`config.mk`:
```
export PLATFORM = sky130hd
export DESIGN_NAME = dma_writer
export DESIGN_NICKNAME = d
export VERILOG_FILES = /design/src/rtl/dma_pkg.sv /design/src/rtl/dma_burst_len.sv /design/src/rtl/dma_writer.sv
export SDC_FILE = /design/constraint.sdc
export NUM_CORES = 1
export LEC_CHECK = 0
export BUFFER_PORTS_ARGS = -buffer_cell sky130_fd_sc_hd__buf_2
export CORE_UTILIZATION = 46
export CTS_CLUSTER_SIZE = 24
export DETAILED_ROUTE_END_ITERATION = 8
export PLACE_DENSITY_LB_ADDON = 0.3
export SYNTH_ARGS = -nofsm -noshare
export SYNTH_HDL_FRONTEND = slang
export SYNTH_SLANG_ARGS = --single-unit
```
`constraint.sdc`:
```
create_clock -name clk -period 4.6 [get_ports clk]
set_clock_uncertainty 0.05 [all_clocks]
set_input_delay 0 -clock clk [delete_from_list [all_inputs] [get_ports clk]]
set_output_delay 0 -clock clk [all_outputs]
set_load 0.1 [all_outputs]
```
`src/rtl/dma_pkg.sv`:
```
// Shared AXI codes, burst limits and FSM encoding for the DMA engines.
package dma_pkg;

    localparam logic [1:0] AXI_BURST_INCR  = 2'b01;
    localparam logic [1:0] AXI_RESP_OKAY   = 2'b00;
    localparam logic [1:0] AXI_RESP_EXOKAY = 2'b01;
    localparam logic [1:0] AXI_RESP_SLVERR = 2'b10;
    localparam logic [1:0] AXI_RESP_DECERR = 2'b11;

    localparam int unsigned MAX_BURST   = 16;
    localparam int unsigned BOUNDARY_4K = 4096;

    typedef enum logic [2:0] {
        ST_IDLE,
        ST_CALC,
        ST_WAIT,
        ST_ADDR,
        ST_DATA,
        ST_RESP
    } dma_state_e;

    // Zero or anything above the AXI3 INCR limit means "use the maximum".
    function automatic logic [4:0] clamp_burst(input logic [4:0] burst);
        if (burst == 5'd0 || burst > 5'(MAX_BURST)) begin
            return 5'(MAX_BURST);
        end
        return burst;
    endfunction

endpackage

```
`src/rtl/dma_burst_len.sv`:
```
// Registered burst length: min(max burst, words remaining, words left before the next 4 KB page).
module dma_burst_len
    import dma_pkg::*;
#(
    parameter int unsigned DataBits   = 64,
    parameter int unsigned LengthBits = 16
) (
    input  logic                  clk,
    input  logic                  rst,
    input  logic                  calc,
    input  logic [11:0]           addr_lo,
    input  logic [LengthBits-1:0] remain,
    input  logic [4:0]            burst,
    output logic [4:0]            blen
);

    localparam int unsigned SizeLog2 = $clog2(DataBits / 8);

    logic [4:0]  blen_q, blen_d;
    logic [12:0] bytes_to_4k;
    logic [12:0] words_to_4k;

    always_comb begin
        bytes_to_4k = 13'(BOUNDARY_4K) - {1'b0, addr_lo};
        words_to_4k = bytes_to_4k >> SizeLog2;
        blen_d      = blen_q;
        if (calc) begin
            blen_d = burst;
            if (32'(remain) < 32'(blen_d)) begin
                blen_d = 5'(remain);
            end
            if (32'(words_to_4k) < 32'(blen_d)) begin
                blen_d = 5'(words_to_4k);
            end
        end
    end

    always_ff @(posedge clk) begin
        if (rst) begin
            blen_q <= '0;
        end else begin
            blen_q <= blen_d;
        end
    end

    assign blen = blen_q;

endmodule

```
`src/rtl/dma_writer.sv`:
```
// AXI3 write-master: drains a stream FIFO to memory as 4 KB-safe INCR bursts, one burst in flight.
module dma_writer
    import dma_pkg::*;
#(
    parameter int unsigned DataBits     = 64,
    parameter int unsigned AddrBits     = 32,
    parameter int unsigned LengthBits   = 16,
    parameter int unsigned FifoUsedBits = 7
) (
    input  logic                    clk,
    input  logic                    rst,
    input  logic [AddrBits-1:0]     cfg_dest,
    input  logic [LengthBits-1:0]   cfg_len,
    input  logic [4:0]              cfg_burst,
    input  logic                    cfg_valid,
    output logic                    cfg_busy,
    output logic                    cfg_done,
    output logic [LengthBits-1:0]   cfg_remain,
    output logic [1:0]              cfg_err,
    input  logic                    din_valid,
    output logic                    din_ready,
    input  logic [DataBits-1:0]     din_data,
    input  logic [FifoUsedBits-1:0] din_fifo_used,
    output logic                    mst_awvalid,
    input  logic                    mst_awready,
    output logic [3:0]              mst_awid,
    output logic [AddrBits-1:0]     mst_awaddr,
    output logic [3:0]              mst_awlen,
    output logic [2:0]              mst_awsize,
    output logic [1:0]              mst_awburst,
    output logic [1:0]              mst_awlock,
    output logic                    mst_wvalid,
    input  logic                    mst_wready,
    output logic [3:0]              mst_wid,
    output logic [DataBits-1:0]     mst_wdata,
    output logic [DataBits/8-1:0]   mst_wstrb,
    output logic                    mst_wlast,
    input  logic                    mst_bvalid,
    output logic                    mst_bready,
    input  logic [3:0]              mst_bid,
    input  logic [1:0]              mst_bresp
);

    localparam int unsigned SizeLog2 = $clog2(DataBits / 8);

    dma_state_e            state_q, state_d;
    logic [AddrBits-1:0]   addr_q, addr_d;
    logic [LengthBits-1:0] remain_q, remain_d;
    logic [4:0]            burst_q, burst_d;
    logic [3:0]            beat_q, beat_d;
    logic                  awvalid_q, awvalid_d;
    logic                  busy_q, busy_d;
    logic                  done_q, done_d;
    logic [1:0]            err_q, err_d;

    logic [4:0] blen;
    logic       last_beat;
    logic       w_hs;
    logic       unused_bid;

    dma_burst_len #(
        .DataBits   (DataBits),
        .LengthBits (LengthBits)
    ) u_burst_len (
        .clk     (clk),
        .rst     (rst),
        .calc    (state_q == ST_CALC),
        .addr_lo (addr_q[11:0]),
        .remain  (remain_q),
        .burst   (burst_q),
        .blen    (blen)
    );

    assign last_beat  = (beat_q == 4'(blen - 5'd1));
    assign w_hs       = (state_q == ST_DATA) && din_valid && mst_wready;
    assign unused_bid = ^mst_bid;

    always_comb begin
        state_d   = state_q;
        addr_d    = addr_q;
        remain_d  = remain_q;
        burst_d   = burst_q;
        beat_d    = beat_q;
        awvalid_d = awvalid_q;
        busy_d    = busy_q;
        done_d    = 1'b0;
        err_d     = err_q;
        case (state_q)
            ST_IDLE: begin
                if (cfg_valid) begin
                    addr_d   = cfg_dest;
                    remain_d = cfg_len;
                    burst_d  = clamp_burst(cfg_burst);
                    err_d    = AXI_RESP_OKAY;
                    beat_d   = '0;
                    // Zero-length transfers complete without touching the bus.
                    if (cfg_len == '0) begin
                        done_d = 1'b1;
                    end else begin
                        busy_d  = 1'b1;
                        state_d = ST_CALC;
                    end
                end
            end
            ST_CALC: begin
                state_d = ST_WAIT;
            end
            ST_WAIT: begin
                if (32'(din_fifo_used) >= 32'(blen)) begin
                    awvalid_d = 1'b1;
                    state_d   = ST_ADDR;
                end
            end
            ST_ADDR: begin
                if (mst_awready) begin
                    awvalid_d = 1'b0;
                    state_d   = ST_DATA;
                end
            end
            ST_DATA: begin
                if (w_hs) begin
                    remain_d = remain_q - LengthBits'(1);
                    beat_d   = beat_q + 4'd1;
                    if (last_beat) begin
                        beat_d  = '0;
                        state_d = ST_RESP;
                    end
                end
            end
            ST_RESP: begin
                if (mst_bvalid) begin
                    if (mst_bresp != AXI_RESP_OKAY && err_q == AXI_RESP_OKAY) begin
                        err_d = mst_bresp;
                    end
                    addr_d = addr_q + (AddrBits'(blen) << SizeLog2);
                    if (remain_q != '0) begin
                        state_d = ST_CALC;
                    end else begin
                        done_d  = 1'b1;
                        busy_d  = 1'b0;
                        state_d = ST_IDLE;
                    end
                end
            end
            default: begin
                state_d = ST_IDLE;
            end
        endcase
    end

    always_ff @(posedge clk) begin
        if (rst) begin
            state_q   <= ST_IDLE;
            addr_q    <= '0;
            remain_q  <= '0;
            burst_q   <= '0;
            beat_q    <= '0;
            awvalid_q <= 1'b0;
            busy_q    <= 1'b0;
            done_q    <= 1'b0;
            err_q     <= AXI_RESP_OKAY;
        end else begin
            state_q   <= state_d;
            addr_q    <= addr_d;
            remain_q  <= remain_d;
            burst_q   <= burst_d;
            beat_q    <= beat_d;
            awvalid_q <= awvalid_d;
            busy_q    <= busy_d;
            done_q    <= done_d;
            err_q     <= err_d;
        end
    end

    assign cfg_busy   = busy_q;
    assign cfg_done   = done_q;
    assign cfg_remain = remain_q;
    assign cfg_err    = err_q;

    assign mst_awvalid = awvalid_q;
    assign mst_awid    = '0;
    assign mst_awaddr  = addr_q;
    assign mst_awlen   = 4'(blen - 5'd1);
    assign mst_awsize  = 3'(SizeLog2);
    assign mst_awburst = AXI_BURST_INCR;
    assign mst_awlock  = '0;

    // W channel is a straight pass-through of the FIFO handshake while in DATA.
    assign mst_wvalid = (state_q == ST_DATA) && din_valid;
    assign din_ready  = (state_q == ST_DATA) && mst_wready;
    assign mst_wid    = '0;
    assign mst_wdata  = din_data;
    assign mst_wstrb  = '1;
    assign mst_wlast  = (state_q == ST_DATA) && last_beat;
    assign mst_bready = (state_q == ST_RESP);

endmodule

```
### Word level (Yosys, flattened, before mapping)

Cells that the tools add are included.

| word-level totals | value |
|---|---|
| flip-flop bits (word level) | 70 |
| output and inout bits | 148 |
| logic and storage cells | 100 |

| cells by class | value |
|---|---|
| $add $sub $neg | 5 |
| order comparisons | 4 |
| equality and inequality tests | 15 |
| mux-type cells | 44 |
| reduce and logical (&&, ||, !) cells | 22 |

Operator list:

| kind | number |
|---|---|
| $mux W32 | 2 |
| $pmux W32 S2 | 1 |
| $add A32 B8 Y32 | 1 |
| $mux W16 | 2 |
| $pmux W16 S2 | 1 |
| $mux W5 | 5 |
| $mux W3 | 7 |
| $pmux W3 S6 | 1 |
| $logic_not A16 Y1 | 1 |
| $lt A16 B5 Y1 | 1 |
| $ne A2 B2 Y1 const B | 8 |
| $reduce_bool A16 Y1 | 1 |
| $sub A16 B1 Y16 const B | 1 |
| $mux W1 | 14 |
| $sub A13 B12 Y13 const A | 1 |
| $mux W4 | 3 |
| $lt A10 B5 Y1 | 1 |
| $reduce_and A3 Y1 | 3 |
| $pmux W4 S2 | 1 |
| $reduce_bool A2 Y1 | 4 |
| $ge A7 B5 Y1 | 1 |
| $reduce_and A7 Y1 | 1 |
| $eq A3 B2 Y1 const B | 2 |
| $eq A3 B3 Y1 const B | 2 |
| 17 further kinds | 25 |

### Logic depth before layout (Yosys ltp)

Gate-level depths: netlist of run 1.

| logic depth | value |
|---|---|
| word-level depth | 6 |
| depth in mapped cells | 13 |
| gate-level depth less buffers | 13 |

### Hierarchy

Synthesis of run 1 repeated with hierarchy kept, for this count alone.

| unflattened totals | value |
|---|---|
| cell total of the unflattened synthesis | 719 |
| area total of the unflattened synthesis | 5,429.0 um2 |

Modules (own cells, without submodules):

| module | times used | cells an instance | area each (um2) |
|---|---|---|---|
| dma_writer | 1 | 642 | 4,758.3 |
| dma_burst_len | 1 | 77 | 670.6 |

### Least setup slack after synthesis of run 1

OpenSTA, ideal clock, no wires.

| timing | value |
|---|---|
| kind | reg-to-output |
| start point | register u_burst_len.blen_q[0] (netlist: u_burst_len.blen[0]) |
| end point | output port mst_wlast |
| arrival | 4.396 ns |
| required time | 4.550 ns |
| slack | 0.154 ns |
| cell stages (with the launch flop) | 7 |
| cells stage by stage | dfxtp_1 -> inv_1 -> ha_1 -> xor2_1 -> xnor2_1 -> nand4_1 -> nor2_1 |

| between the ends | value |
|---|---|
| word-level cells in the longest chain between the ends | 3 |

RTL lines:

| element | line | text |
|---|---|---|
| start, declared | dma_burst_len.sv:19 | `logic [4:0] blen_q, blen_d;` |
| start signal, assigned | dma_burst_len.sv:42 | `blen_q <= blen_d;` |
| $sub A4 B1 Y4 | n/a |  |
| named net mst_awlen[0] | dma_writer.sv:28 | `output logic [3:0] mst_awlen,` |
| $eq A4 B4 Y1 | dma_writer.sv:74 | `assign last_beat = (beat_q == 4'(blen - 5'd1));` |
| $logic_and A1 B1 Y1 | dma_writer.sv:194 | `assign mst_wlast = (state_q == ST_DATA) && last_beat;` |
| end, declared | dma_writer.sv:37 | `output logic mst_wlast,` |

The timed path passes the listed nets, and every way through them passes these cells.

### Worst setup path in the final report of run 1

| timing | value |
|---|---|
| start point | register remain_q[2] (netlist: cfg_remain[2]) |
| end point | register u_burst_len.blen_q[1] (netlist: u_burst_len.blen[1]) |

| between the ends | value |
|---|---|
| word-level cells in the longest chain between the ends | 5 |

RTL lines:

| element | line | text |
|---|---|---|
| start, declared | dma_writer.sv:48 | `logic [LengthBits-1:0] remain_q, remain_d;` |
| start signal, assigned | dma_writer.sv:165 | `remain_q <= remain_d;` |
| $lt A16 B5 Y1 | dma_burst_len.sv:29 | `if (32'(remain) < 32'(blen_d)) begin` |
| $mux W5 (*) | dma_burst_len.sv:29 |  |
| $mux W5 (*) | dma_burst_len.sv:27 | `if (calc) begin` |
| $lt A10 B5 Y1 | dma_burst_len.sv:32 | `if (32'(words_to_4k) < 32'(blen_d)) begin` |
| $mux W5 (*) | dma_burst_len.sv:32 |  |

Mark *: on every way between the ends. The rest lies on a longest branch, timed or not. The select of a mux whose other input is x is not followed.
A chain may end at the register's enable or synchronous reset.

==> results of run 1 <==
-- power groups by stage --
stage	Sequential, mW	Combinational (mW)	Clock (mW)
after floorplan	1.77	1.39	0
after global placement	0.979	2.28	0
after detailed placement	0.992	2.31	0
after CTS	0.980	2.61	0.851
after global routing	1.01	2.78	0.874
final	0.989	2.62	0.842
-- critical path: stages (launching register included) --
cell and delay (ps):
dfxtp_1 540, ha_1 260, nor3_1 80, or4b_4 500, o2111ai_4 310, mux2i_1 310, ha_1 310, a21o_1 210
a221oi_1 270, o21ai_1 250, or3_1 370, o22ai_1 170, o31ai_2 90
-- area by class of cell --
cell class / instances / share of cell area [%]
repair buffers: 240 / 24.9
well taps: 143 / 2.56
clock buffers: 11 / 3.61
inverters: 30 / 1.61
flip-flops and latches: 70 / 20.0
multi-input cells: 514 / 45.9
clock inverters: 5 / 1.48
-- placed cells by master, fill, tap and decap left out, types with 10 or more instances in the layout --
cell,instances
a21oi_1,39
nor4_1,16
buf_2,129
nand2_1,58
a211oi_1,15
ha_1,22
or3_1,10
conb_1,23
nand3_1,25
o22ai_1,13
nor2_1,76
nand4_1,10
nor3_1,23
inv_1,28
o21ai_1,23
o21ai_0,11
dfxtp_1,70
dlygate4sd3_1,104
-- path summary, 6_finish.rpt --
path / start / to / slack (ps) / cells past startpoint
setup reg to reg: cfg_remain[2] / u_burst_len.blen[1] / 760 / 12
hold / removal: cfg_dest[24] / mst_awaddr[24] / -3 / 3
hold reg to reg: burst_q[2] / burst_q[2] / 420 / 2
setup / recovery: cfg_remain[2] / u_burst_len.blen[1] / 760 / 12
-- sequential cells by signal (all words and copies together), names as in the netlist, 2 cells and up --
register,flops
state_q,3
beat_q,4
mst_awaddr,32
u_burst_len.blen,5
cfg_remain,16
cfg_err,2
burst_q,5
-- per-layer routing --
layer / up-vias / wire length [µm] / global-route usage, %
met5: - / 0 / 0
met1: 2725 / 6980 / 33.5
met4: 0 / 353 / 11.0
met2: 296 / 8290 / 45.5
li1: 2796 / - / -
met3: 28 / 1210 / 4.21
-- per-stage QoR --
step	setup WS, ps	util, %	std cells	hold WS, ps
finish	761	61.0	1013	-2.61
global route	565	61.0	1013	13.8
CTS	802	61.0	1013	0.286
detailed placement	819	48.8	893	-49.3
global placement	989	48.8	893	-49.3
floorplan	154	-	738	86.0
-- logic make-up after synthesis --
| logic type | count (synthesis) | share of synthesized area, % |
|---|---|---|
| AOI/OAI and AO/OA | 181 | 23.3 |
| xor gates and xnor gates | 14 | 2.50 |
| adders and majority gates | 23 | 5.42 |
| buffers and inverters | 154 | 17.0 |
| DFF | 70 | 25.7 |
| muxes | 7 | 1.35 |
| other | 2 | 0.138 |
| and+or+nand+nor | 266 | 24.5 |
==> flow_summary.toml, run 1 <==
[clock_tree]
cts_tree = "built"
clkTransAtPathRegs_ps = 60
hold_buffers = 104
root_buffer = "clkbuf_16"
cts_buffers = 9
htree_levels = 3
clk_latency_ps = 350
cts_resized = 0
cts.sinks = 70
post_cts_buffers = 0
clk_path_buf_depth = 2

[power]
p_per_area_mw_per_mm2 = 636
power.switching_mw = 2.51
p_seq_share_pct = 22.2
p_total_mw = 4.45
p_leak_nw = 2.92
power_frac_clock_pct = 18.9
intPower_mw = 1.94
ir_drop_mv = 0.524
p_comb_share_pct = 58.9
switching_share_pct = 56.4

[timing]
report.final.slew_viol_count = 0
hold_violations = 1
worstMarginPinSlew_ps = 1010
period_share_pct = 83.4
fin_crit_ps = 3840
whs_ps = -2.61
rsz0062_at_grt = "no"
clock.fmax_mhz = 261
setup_viol = 0
slew_headroom_pct = 32.5
setup_tns_ps = 0

[floorplan]
start_util_pct = 47.5
fp.dieH_um = 111
die_area_mm2 = 0.0123
rows = 39
io_pins = 285
die_w_um = 111
core_mm2 = 0.0115

[global_route]
antenna_found_initial = 0
grt_max_degree = 64
grt_overflow = 0
grt_pass1_vias = 5466
track_usage_pct = 26.7
grt_pass1_wl_um = 26900

[synthesis]
ys_seq_elements = 70
syn_avg_cell_area_um2 = 7.60
postSynth.asyncResetShare_pct = 0
ys_seq_area_share_pct = 25.7
yosysWarnings = 0
synth_top_area_share_pct = 25.7
synth_cell_type_count = 77
synth_area_leaders = "dfxtp_1 26%, buf_4 12%, nor2_1 5.2%, ha_1 5.1%, nand2_1 4.0%"
synthTopCellsByCount = "87 x buf_4, 76 x nor2_1, 70 x dfxtp_1, 58 x nand2_1, 40 x a21oi_1"
synth_top_area_cell = "dfxtp_1"
netlist_instances = 717
synth_most_common_cell = "buf_4"
synth-main-ff-cell = "dfxtp_1"
synth-edff-count = 0
synthesis.area_mm2 = 0.00545

[placed_design]
dp_hpwl_um = 11400
placed_area_mm2 = 0.00560
port-buffer-count = 129
place.gp.congestion = 0.920

[routing]
firstDrtPassIters = 5
wire_per_inst_um = 16.6
drt-total-wl_um = 16800
antenna_left = 0
route.detailed.drc = 0
post_drt_via_cell_ratio = 5.77
drtIter0Drc = 382
via_count = 5845

[cells_and_area]
post-route-cell-area_mm2 = 0.00700
syn2layout_area_growth_pct = 28.4
fillers = 1011
final_layout_size_suffix_gt1_share_pct = 20.1
layout.area.seq_mm2 = 0.00140
antenna_cells = 0
final_nets = 1025
multi_input_area_mm2 = 0.00321

[critical_path]
crit_arrival_ps = 4020
start_kind = "flip-flop"
cp-end-kind = "flip-flop"
crit_fanout = 10
required_ps = 4780
worstSetupPathType = "flip-flop to flip-flop"

[outcome]
status = "finished, violations left"
violations = "negative hold slack"

[run]
drv_cap = 0

[min_path]
holdCritPathClass = "input port to flip-flop"
No activity file was read; power rests on OpenSTA's default activity.
==> run 2, diff against run 1 <==
Settings changed: CORE_UTILIZATION 46 to 42.
Clock period 4.6 ns to 3.47 ns, I/O delays scaled along.
==> run 2 against run 1 <==
Against the previous run: the run now ends clean; worst hold slack gained 8.7 ps; total power grew 30%; final cell count grew 3.4%; first-iteration DRC count grew 14%; critical path type unchanged.
==> flow_summary.toml, run 2 (same netlist as run 1, synthesis figures left out) <==
[run]
drv_cap = 0

[floorplan]
die_area_mm2 = 0.0134
fp.dieH_um = 116
io_pins = 285
die_w_um = 116
start_util_pct = 43.2
rows = 41
core_mm2 = 0.0126

[clock_tree]
clk_latency_ps = 340
clk_path_buf_depth = 2
clkTransAtPathRegs_ps = 50
cts_tree = "built"
root_buffer = "clkbuf_16"
cts.sinks = 70
htree_levels = 3
cts_buffers = 9

[critical_path]
worstSetupPathType = "flip-flop to flip-flop"
required_ps = 3640
crit_arrival_ps = 3560
start_kind = "flip-flop"
cp_cell_sequence = "inv_2 > ha_4 > nor2_1 > or4b_4 > o2111ai_4 > mux2i_2 > ha_1 > a21o_1 > a221oi_2 > o21ai_2 > or3_1 > o22ai_1 > o31ai_2"
cp_slowest_stage_delay_ps = 520
cp-end-kind = "flip-flop"
crit_fanout = 9
slowest_stage = "or4b_4"

[routing]
route.detailed.drc = 0
post_drt_via_cell_ratio = 5.62
wire_per_inst_um = 16.3
drt-total-wl_um = 17100
drtIter0Drc = 437
via_count = 5889
firstDrtPassIters = 5
antenna_left = 0

[cells_and_area]
final_nets = 1034
mostFrequentLayoutCell = "buf_2"
multi_input_area_mm2 = 0.00330
final_cell_mix = "129 x buf_2, 101 x dlygate4sd3_1, 75 x nor2_1"
final_layout_size_suffix_gt1_share_pct = 23.1
syn2layout_area_growth_pct = 30.3
largest_reg_flops = 32
layout.area.seq_mm2 = 0.00142
antenna_cells = 0
fillers = 1197

[timing]
report.final.slew_viol_count = 0
slew_headroom_pct = 33.7
fin_crit_ps = 3400
worstMarginPinSlew_ps = 991
fin_ws_ps = 74.3
setup_viol = 0
hold_violations = 0
whs_ps = 6.09
clock.fmax_mhz = 294
period_share_pct = 97.9

[outcome]
status = "complete, no violations"

[global_route]
track_usage_pct = 24.7
grt_pass1_wl_um = 26000
grt_pass1_vias = 5145
grt_max_degree = 37
antenna_found_initial = 0
grt_overflow = 0

[min_path]
holdCritPathClass = "input port to flip-flop"

[power]
p_total_mw = 5.80
p_leak_nw = 2.91
p_per_area_mw_per_mm2 = 817
ir_drop_mv = 0.560

[placed_design]
dp_hpwl_um = 11500
place.gp.congestion = 0.884
port-buffer-count = 129
place_ws_ps = 27.4
[run 2: through the flow]
| stage | utilization, % | setup TNS (ps) | instance area, µm² | instances |
|---|---|---|---|---|
| 2_1_floorplan | - | 0 | 5590 | 738 |
| 3_5_place_dp | 45.6 | 0 | 5760 | 930 |
| 6_report | 56.3 | 0 | 7100 | 1047 |
| 4_1_cts | 55.6 | 0 | 7010 | 1043 |
| 5_1_grt | 56.3 | -139 | 7100 | 1047 |
| 3_3_place_gp | 45.6 | 0 | 5760 | 930 |
[run 2: layout make-up]
class                      count  share of cell area, %
clock buffer                  12                   3.47
inverter                      30                   1.59
multi-input combinational    514                   46.5
sequential                    70                   20.0
tap                          172                   3.03
timing repair buffer         249                   25.4
[run 2: report_power, final]
group	internal [mW]	total [mW]	switching (mW)
Sequential	1.01	1.32	0.309
Combinational	0.945	3.66	2.71
Clock	0.488	0.829	0.341
[run 2: path summary, 6_finish.rpt]
kind,from,end,slack (ps),depth (start not counted)
worst max-delay path,burst_q[3],u_burst_len.blen[2],70,13
worst min-delay path,cfg_len[10],cfg_remain[10],6,3
worst max register to register,burst_q[3],u_burst_len.blen[2],70,13
worst min register to register,cfg_err[0],cfg_err[0],430,2
[run 2: worst max-delay path: cells and delay by family, from the launching register on]
family	cells	cell delay, ps
mux	1	280
simple gates	3	890
fa+ha+maj	2	530
flops	1	340
buf+inv	1	50
compound gates	6	1130
[run 2: per-layer routing]
layer | up-vias | part of all wire, % | track usage, %
met5 | - | 0 | 0
li1 | 2811 | - | -
met4 | 0 | 1.7 | 9.32
met3 | 23 | 6.1 | 3.35
met2 | 255 | 49 | 40.5
met1 | 2800 | 43 | 33.0
[run 2: what timing repair did]
action / CTS / global route
buffers inserted: 0 / 5
resized for setup: 0 / 12
setup endpoints to repair: 0 / 4
hold buffers: 101 / 0
endpoints found under the hold margin: 101 / 0
